<file path="config.mk">
export PLATFORM = sky130hd
export DESIGN_NAME = led_cube_frame_fetcher
export DESIGN_NICKNAME = d
export VERILOG_FILES = /design/src/rtl/led_cube_pkg.sv /design/src/rtl/led_cube_pend_counter.sv /design/src/rtl/led_cube_frame_fetcher.sv
export SDC_FILE = /design/constraint.sdc
export NUM_CORES = 1
export LEC_CHECK = 0
export CAP_MARGIN = 40
export CORE_MARGIN = 4
export CORE_UTILIZATION = 50
export CTS_CLUSTER_SIZE = 40
export DETAILED_ROUTE_END_ITERATION = 12
export DONT_BUFFER_PORTS = 1
export HOLD_SLACK_MARGIN = 0.03
export PLACE_DENSITY = 0.67
export SETUP_SLACK_MARGIN = 0.02
export SLEW_MARGIN = 10
export SYNTH_ARGS = -nofsm -noshare
export SYNTH_HDL_FRONTEND = slang
export SYNTH_SLANG_ARGS = --single-unit
</file>
<file path="constraint.sdc">
create_clock -name clk -period 2.9 [get_ports clk]
set_input_delay 0.58 -clock clk [delete_from_list [all_inputs] [get_ports clk]]
set_output_delay 0.58 -clock clk [all_outputs]
set_load 0.01 [all_outputs]
</file>
<file path="src/rtl/led_cube_pkg.sv">
// Shared types and constants for the LED cube frame fetch path.
//   frame_state_e : frame fetcher sequencing states
//   FRAME_BYTES   : bytes in one cube frame (8 layers x 8 latches)
//   STREAM_MODE   : cube controller mode value that consumes this byte stream
package led_cube_pkg;

  typedef enum logic [2:0] {
    IDLE,
    ISSUE,
    WAIT_RESP,
    WAIT_TICK,
    DRAIN
  } frame_state_e;

  localparam int FRAME_BYTES = 64;

  localparam logic [3:0] STREAM_MODE = 4'h3;

endpackage

</file>
<file path="src/rtl/led_cube_pend_counter.sv">
// Outstanding read request counter.
//   clk, rst_n : clock, async active-low reset
//   inc        : a request was accepted this cycle
//   dec        : a response returned this cycle
//   cnt        : requests accepted but not yet answered
//   full       : cnt has reached MAX_PEND
module led_cube_pend_counter #(
  parameter int MAX_PEND = 4,
  parameter int CNT_W    = $clog2(MAX_PEND + 1)
) (
  input  logic             clk,
  input  logic             rst_n,
  input  logic             inc,
  input  logic             dec,
  output logic [CNT_W-1:0] cnt,
  output logic             full
);

  // inc and dec together leave the count unchanged
  always_ff @(posedge clk or negedge rst_n) begin
    if (!rst_n) begin
      cnt <= '0;
    end else if (inc && !dec) begin
      cnt <= cnt + CNT_W'(1);
    end else if (dec && !inc) begin
      cnt <= cnt - CNT_W'(1);
    end
  end

  assign full = (cnt == CNT_W'(MAX_PEND));

endmodule

</file>
<file path="src/rtl/led_cube_frame_fetcher.sv">
// Avalon-MM read master that fetches cube frames byte by byte from memory and
// streams them to the cube controller's stream-mode input, one frame per
// frame period, cycling through NUM_FRAMES frames.
//   clk, rst_n        : clock, async active-low reset
//   start / stop      : one-cycle pulses; stop wins when both are high
//   base_addr         : byte address of frame 0, captured on start
//   avm_*             : Avalon-MM read master (address, read, waitrequest,
//                       readdata, readdatavalid)
//   data_out/data_valid : registered byte stream to the cube controller
//   frame_sync        : marks the first byte of each frame
//   busy              : fetcher is not idle
//   overrun           : sticky, a frame tick arrived while still fetching
//
// state     | meaning
// IDLE      | stopped, waiting for start
// ISSUE     | issuing the frame's read requests
// WAIT_RESP | all requests accepted, collecting the remaining bytes
// WAIT_TICK | frame complete, waiting for the next frame period tick
// DRAIN     | stopped, swallowing responses still in flight
module led_cube_frame_fetcher #(
  parameter int ADDR_W       = 32,
  parameter int FRAME_BYTES  = led_cube_pkg::FRAME_BYTES,
  parameter int NUM_FRAMES   = 150,
  parameter int FRAME_PERIOD = 1500000,
  parameter int MAX_PEND     = 4
) (
  input  logic              clk,
  input  logic              rst_n,
  input  logic              start,
  input  logic              stop,
  input  logic [ADDR_W-1:0] base_addr,
  output logic [ADDR_W-1:0] avm_address,
  output logic              avm_read,
  input  logic              avm_waitrequest,
  input  logic [7:0]        avm_readdata,
  input  logic              avm_readdatavalid,
  output logic [7:0]        data_out,
  output logic              data_valid,
  output logic              frame_sync,
  output logic              busy,
  output logic              overrun
);
  import led_cube_pkg::*;

  localparam int PEND_W = $clog2(MAX_PEND + 1);
  localparam int BYTE_W = $clog2(FRAME_BYTES);
  localparam int FIDX_W = (NUM_FRAMES > 1) ? $clog2(NUM_FRAMES) : 1;
  localparam int TMR_W  = $clog2(FRAME_PERIOD);

  localparam logic [TMR_W-1:0]  TMR_LOAD   = TMR_W'(FRAME_PERIOD - 1);
  localparam logic [BYTE_W-1:0] LAST_BYTE  = BYTE_W'(FRAME_BYTES - 1);
  localparam logic [FIDX_W-1:0] LAST_FRAME = FIDX_W'(NUM_FRAMES - 1);

  frame_state_e      state;
  logic [BYTE_W-1:0] req_cnt;
  logic [BYTE_W-1:0] resp_cnt;
  logic [FIDX_W-1:0] frame_idx;
  logic [ADDR_W-1:0] base_q;
  logic [ADDR_W-1:0] frame_addr;
  logic [TMR_W-1:0]  tmr;
  logic [PEND_W-1:0] pend_cnt;
  logic              pend_full;
  logic              accept;
  logic              running;
  logic              fetching;
  logic              tick;
  logic              drain_done;

  led_cube_pend_counter #(
    .MAX_PEND (MAX_PEND),
    .CNT_W    (PEND_W)
  ) u_pend (
    .clk   (clk),
    .rst_n (rst_n),
    .inc   (accept),
    .dec   (avm_readdatavalid),
    .cnt   (pend_cnt),
    .full  (pend_full)
  );

  // Request side decodes only from registers, so while the slave stalls the
  // address and read strobe cannot move: req_cnt needs an accept to advance
  // and pend can only fall.
  assign avm_read    = (state == ISSUE) && !pend_full;
  assign avm_address = frame_addr + ADDR_W'(req_cnt);
  assign accept      = avm_read && !avm_waitrequest;

  assign running  = (state == ISSUE) || (state == WAIT_RESP) || (state == WAIT_TICK);
  assign fetching = (state == ISSUE) || (state == WAIT_RESP);
  // Frame period timer counts down; reaching zero is the tick.
  assign tick     = running && (tmr == '0);

  // Leave DRAIN on the cycle of the last response rather than one later.
  assign drain_done = (pend_cnt == '0) || ((pend_cnt == PEND_W'(1)) && avm_readdatavalid);

  always_ff @(posedge clk or negedge rst_n) begin
    if (!rst_n) begin
      state      <= IDLE;
      req_cnt    <= '0;
      resp_cnt   <= '0;
      frame_idx  <= '0;
      base_q     <= '0;
      frame_addr <= '0;
      tmr        <= '0;
      data_out   <= '0;
      data_valid <= 1'b0;
      frame_sync <= 1'b0;
      busy       <= 1'b0;
      overrun    <= 1'b0;
    end else begin
      data_out   <= avm_readdata;
      data_valid <= avm_readdatavalid && fetching;
      frame_sync <= avm_readdatavalid && fetching && (resp_cnt == '0);

      if (running) begin
        tmr <= tick ? TMR_LOAD : tmr - TMR_W'(1);
      end
      // A tick while still fetching is lost; the frame waits for the next one.
      if (tick && fetching) begin
        overrun <= 1'b1;
      end
      if (accept) begin
        req_cnt <= req_cnt + BYTE_W'(1);
      end
      if (avm_readdatavalid && fetching) begin
        resp_cnt <= resp_cnt + BYTE_W'(1);
      end

      case (state)
        IDLE: begin
          if (start && !stop) begin
            state      <= ISSUE;
            busy       <= 1'b1;
            overrun    <= 1'b0;
            tmr        <= TMR_LOAD;
            base_q     <= base_addr;
            frame_addr <= base_addr;
            frame_idx  <= '0;
            req_cnt    <= '0;
            resp_cnt   <= '0;
          end
        end
        ISSUE: begin
          if (stop) begin
            state <= DRAIN;
          end else if (accept && (req_cnt == LAST_BYTE)) begin
            state   <= WAIT_RESP;
            req_cnt <= '0;
          end
        end
        WAIT_RESP: begin
          if (stop) begin
            state <= DRAIN;
          end else if (avm_readdatavalid && (resp_cnt == LAST_BYTE)) begin
            state    <= WAIT_TICK;
            resp_cnt <= '0;
            if (frame_idx == LAST_FRAME) begin
              frame_idx  <= '0;
              frame_addr <= base_q;
            end else begin
              frame_idx  <= frame_idx + FIDX_W'(1);
              frame_addr <= frame_addr + ADDR_W'(FRAME_BYTES);
            end
          end
        end
        WAIT_TICK: begin
          if (stop) begin
            state <= DRAIN;
          end else if (tick) begin
            state <= ISSUE;
          end
        end
        DRAIN: begin
          if (drain_done) begin
            state <= IDLE;
            busy  <= 1'b0;
          end
        end
        default: begin
          state <= IDLE;
          busy  <= 1'b0;
        end
      endcase
    end
  end

endmodule

</file>
## After elaboration in Yosys (flattened, before gate mapping)

Cells that the tools add are included.

| cells by class | value |
|---|---|
| add/sub/neg operators | 8 |
| $mul | 0 |
| div/mod/pow operators | 0 |
| magnitude comparators | 0 |
| eq/ne operators | 16 |
| shift operators | 0 |
| multiplexer cells | 41 |
| bitwise gates (word level) | 1 |
| reduce and logical (&&, ||, !) cells | 31 |

Operator list:

| kind | number |
|---|---|
| 32-bit two-way mux | 4 |
| 21-bit two-way mux | 4 |
| 32-bit case mux with 2 select lines | 1 |
| 6-bit two-way mux | 8 |
| 32-bit by 6-bit adder with 32-bit output | 1 |
| 32-bit by 7-bit adder with 32-bit output, second input constant | 1 |
| 8-bit two-way mux | 4 |
| 3-bit two-way mux | 10 |
| 6-bit case mux with 2 select lines | 2 |
| 21-bit zero test | 1 |
| 21-bit by 1-bit subtractor with 21-bit output, second input constant | 1 |
| 8-bit case mux with 2 select lines | 1 |
| 3-bit case mux with 5 select lines | 1 |
| 6-bit by 1-bit adder with 6-bit output, second input constant | 2 |
| 6-bit == test, second input constant | 2 |
| 1-bit logical AND | 12 |
| 8-bit by 1-bit adder with 8-bit output, second input constant | 1 |
| 8-bit == test, second input constant | 1 |
| 3-bit by 1-bit == test with 1-bit output, second input constant | 2 |
| 3-bit by 2-bit == test with 1-bit output, second input constant | 2 |
| 3-bit == test, second input constant | 2 |
| 3-bit zero test | 2 |
| 6-bit zero test | 1 |
| 2-bit != test, second input constant | 3 |
| 16 further kinds | 28 |

| word-level totals | value |
|---|---|
| bits in registers | 123 |
| bits in latches | 0 |
| bits in writable memories | 0 |
| memory bits (read-only) | 0 |
| input bits | 46 |
| word-level logic and storage cells | 110 |
| memories kept | 0 |

## Logic depth before layout (Yosys ltp)

| logic depth | value |
|---|---|
| depth in word-level cells | 8 |
| mapped depth | 9 |

## Hierarchy

Synthesis repeated with hierarchy kept, for this count alone.

| second synthesis, totals | value |
|---|---|
| cells, all modules | 765 |
| area, all modules | 6,844.1 µm² |

Modules (own cells, without submodules):

| module | instances | cells an instance | area an instance (µm²) | sequential area each (µm²) |
|---|---|---|---|---|
| led_cube_frame_fetcher | 1 | 752 | 6,680.2 | 3,002.9 |
| led_cube_pend_counter | 1 | 13 | 163.9 | 75.1 |

## Worst setup path before layout

No wires, ideal clock.

| path | value |
|---|---|
| path type | flip-flop to output port |
| from | reg req_cnt[0] |
| to | out avm_address[16] |
| data arrival time | 2,200 ps |
| data required time | 2,320 ps |
| slack | 120 ps |
| cell stages (with the launch flop) | 9 |
| cell sequence | dfrtp_1 ha_1 fa_1 a211oi_1 o21bai_1 a21oi_1 clkbuf_1 nor2_1 xnor2_1 |

| between the ends | value |
|---|---|
| word-level cells in the longest chain between the ends | 1 |

Ends and longest elaborated chain:

| element | line | text |
|---|---|---|
| start, declared | led_cube_frame_fetcher.sv:55 | `logic [BYTE_W-1:0] req_cnt;` |
| start signal, assigned | led_cube_frame_fetcher.sv:123 | `req_cnt <= req_cnt + BYTE_W'(1);` |
| 32-bit by 6-bit adder with 32-bit output | led_cube_frame_fetcher.sv:85 | `assign avm_address = frame_addr + ADDR_W'(req_cnt);` |
| end, declared | led_cube_frame_fetcher.sv:32 | `output logic [ADDR_W-1:0] avm_address,` |

Every way passes these cells.

## Worst setup path after layout

| path | value |
|---|---|
| from | reg frame_addr[6] |
| to | out avm_address[22] |

| between the ends | value |
|---|---|
| word-level cells in the longest chain between the ends | 1 |

Ends and longest elaborated chain:

| element | line | text |
|---|---|---|
| start, declared | led_cube_frame_fetcher.sv:59 | `logic [ADDR_W-1:0] frame_addr;` |
| start signal, assigned | led_cube_frame_fetcher.sv:137 | `frame_addr <= base_addr;` |
| start signal, assigned | led_cube_frame_fetcher.sv:159 | `frame_addr <= base_q;` |
| start signal, assigned | led_cube_frame_fetcher.sv:162 | `frame_addr <= frame_addr + ADDR_W'(FRAME_BYTES);` |
| 32-bit by 6-bit adder with 32-bit output | led_cube_frame_fetcher.sv:85 |  |

Every way passes these cells.

==> results.sh <==
export IMPL_top_layer="met4"
export IMPL_antenna_left=0
export IMPL_drt_first_pass_iters=5
export IMPL_wl_met1_um=7630
export IMPL_crit_type="reg2out"
export IMPL_powerDensity_nw_per_um2=912
export IMPL_grt_usage_pct=23.5
export IMPL_tightest_slew_ns=0.870
export IMPL_row_count=42
export IMPL_p_leak_nw=3.71
export IMPL_setup_viol=17
export IMPL_die_w_um=125
export IMPL_whs_ns=-0.147
export IMPL_htree_levels=4
export IMPL_critical_path_arrival_ns=2.50
export IMPL_ys_warn_count=0
export IMPL_violations="hold timing, setup timing"
export IMPL_diodes=0
export IMPL_dr_total_vias=5861
export IMPL_synth_cell_types=67
export IMPL_maxCapViolations=0
export IMPL_cp_required_ns=2.32
export IMPL_cp_end_kind="output pin"
export IMPL_area_delta_synth_final_pct=21.6
export IMPL_hold_class="in2async"
export IMPL_postLayoutCoreUtil_pct=62.7
export IMPL_fillCellCount=1116
export IMPL_grt_max_degree=124
export IMPL_cts_tree="done"
export IMPL_synth_seq_cells=123
export IMPL_post_route_period_util_pct=106
export IMPL_core_area_um2=13300
export IMPL_place_area_um2=7310
export IMPL_die_h_um=125
export IMPL_io_pins=91
export IMPL_nets=880
export IMPL_hold_violations=123
export IMPL_rsz0062_at_grt="true"
export IMPL_layout_common_cells="nand2_1, dfrtp_1, buf_4"
export IMPL_synth_edf_count=0
export IMPL_slew_viol_final=0
export IMPL_period_minus_slack_ns=3.08
export IMPL_postLayoutCellArea_um2=8370
export IMPL_status="finished, violations left"
export IMPL_via_per_inst=5.84
export IMPL_critPathSlowestCell="dfrtp_1"
export IMPL_drc=0
export IMPL_postSynthCellCount=767
export IMPL_met3RoutedLength_um=1450
export IMPL_ys_flop_type="dfrtp_1"
export IMPL_routed_wl_um=18300
export IMPL_layout_commonest_cell="nand2_1"
export IMPL_path_clk_slew_ns=0.05
export IMPL_clk_latency_ns=0.42
export IMPL_grt_pass1_vias=5806
export IMPL_cts_sinks=123
export IMPL_crit_top_cell="buf_4"
export IMPL_synthesis_nets=832
export IMPL_drt_iter0_drc=379
export IMPL_avgSynthCellArea_um2=8.98
export IMPL_slew_headroom_pct=42.0
export IMPL_clockBufferDepth=2
export IMPL_netlist_area_um2=6890
export IMPL_grt_ovfl_total=0
export IMPL_path_max_fanout=5
export IMPL_dieArea_um2=15700
export IMPL_start_util_pct=51.6
export IMPL_antenna_found_initial=0
export IMPL_hpwl_um=12300
export IMPL_path_cells="ha_1 -> nand3_1 -> nor4_4 -> buf_4 -> nand2_1 -> nor2_4 -> xor2_1 -> buf_4"
export IMPL_async_flop_share_pct=100
export IMPL_root_buffer="clkbuf_16"
export IMPL_port_buffers=0
export IMPL_max_stage_delay_ns=0.47
export IMPL_routedWlPerCell_um=18.3
export IMPL_ir_worst_vdd_mv=0.509
export IMPL_total_power_mw=7.63
export IMPL_grt_pass1_wl_um=29700
export IMPL_worstSetupStartpointType="flop"
export IMPL_globalplace_congestion=0.861
export IMPL_max_freq_mhz=325
export IMPL_drive_gt1_share_pct=20.4
export IMPL_synth_sequential_area_ratio_pct=44.7
export IMPL_met2_length_um=8920
export IMPL_cts_made_buffers=17
export IMPL_worst_slack_ns=-0.180
export IMPL_finClkSkew_ns=0.00465
## sequential cells by signal (all words and copies together), names as in the netlist, 3 cells and up
signal	flops
base_q	32
data_out	8
frame_addr	32
frame_idx	8
req_cnt	6
resp_cnt	6
state	3
tmr	21
u_pend.cnt	3
## layout make-up
class / count / area (um^2) / area share, %
Multi-Input combinational cell: 583 / 3900 / 46.6
Tap cell: 176 / 220 / 2.63
Inverter: 18 / 67.6 / 0.807
Clock inverter: 8 / 45.0 / 0.538
Sequential cell: 123 / 3090 / 36.9
Timing Repair Buffer: 72 / 571 / 6.82
Clock buffer: 23 / 478 / 5.71
## synth_stat cells, types with 5 or more instances
library cell | n | area share (%)
a211oi_1 | 6 | 0.65
a21boi_0 | 10 | 1.1
nor4_1 | 10 | 0.91
nand2_1 | 148 | 8.1
o31ai_1 | 6 | 0.65
or4_1 | 5 | 0.55
nor2_1 | 76 | 4.1
dfrtp_1 | 123 | 45
a21o_1 | 6 | 0.65
nand3_1 | 26 | 1.9
o22ai_1 | 9 | 0.82
clkbuf_1 | 32 | 1.7
o21ai_0 | 28 | 2.0
nand4_1 | 11 | 1.0
and2_1 | 6 | 0.55
nand2b_1 | 6 | 0.55
a21oi_1 | 27 | 2.0
ha_1 | 18 | 3.3
nor3_1 | 19 | 1.4
or3_1 | 11 | 1.0
buf_2 | 7 | 0.51
xnor2_1 | 34 | 4.3
inv_1 | 18 | 0.98
and3_1 | 5 | 0.45
a2bb2oi_1 | 8 | 1.0
a31oi_1 | 5 | 0.45
xor2_1 | 36 | 4.6
## through the flow
stage | instances | setup TNS [ns] | setup WS (ns)
global route | 1003 | -4.93 | -0.328
detailed placement | 950 | 0 | 0.124
finish | 1003 | -2.18 | -0.180
global placement | 950 | 0 | 0.186
CTS | 993 | -2.29 | -0.204
floorplan | 767 | 0 | 0.120
## critical path, delay by kind of cell (launching register included)
kind,cells,cell delay (ns)
buffers and inverters,2,0.33
XOR/XNOR,1,0.16
adder cells (fa/ha/maj),1,0.29
AND/OR/NAND/NOR,4,0.83
flip-flops,1,0.47
## power breakdown
part	internal [mW]	switching (mW)	total [mW]	leakage [nW]
sequential	2.27	0.612	2.88	1.49
clock	1.14	0.754	1.90	0.258
combinational	1.35	1.51	2.86	1.96
total	4.76	2.87	7.63	3.71
## kinds of logic after synthesis
logic type | after synthesis | synth area share (%)
AO/OA/AOI/OAI | 145 | 14.7
XOR/XNOR | 70 | 8.90
adder cells (fa/ha/maj) | 19 | 3.56
buffers and inverters | 61 | 3.58
flip-flops | 123 | 44.7
multiplexers | 4 | 0.582
AND/OR/NAND/NOR | 345 | 24.0
## worst paths after layout
check                                          start                  endpoint  slack, ns  cells past startpoint
hold reg to reg               base_q[21]$_DFFE_PN0P_    base_q[21]$_DFFE_PN0P_       0.47                      2
min in group clk                     avm_readdata[1]     data_out[1]$_DFF_PN0_       0.18                      0
setup / recovery           frame_addr[6]$_DFFE_PN0P_           avm_address[22]      -0.18                      8
setup reg to reg                state[1]$_DFFE_PN0P_  frame_idx[1]$_DFFE_PN0P_       0.53                      6
max in group asynchronous                      rst_n      req_cnt[1]$_DFF_PN0_       2.82                      0
hold / removal                                 rst_n     base_q[2]$_DFFE_PN0P_      -0.15                      0
## routing by layer
metal	track usage (%)	vias to the layer above
met2	37.8	181
met3	9.72	28
met5	0	-
met1	28.8	2887
li1	-	2765
met4	8.10	0
## repair_timing
| item | CTS | global route |
|---|---|---|
| setup buffers | 11 | 10 |
| resized for setup | 44 | 36 |
| endpoints found under the setup margin | 26 | 25 |
| endpoints found under the hold margin | 123 | 123 |
| gates cloned | 1 | 1 |
| pin swaps | 14 | 18 |
Power figures use the tool's default switching activity.
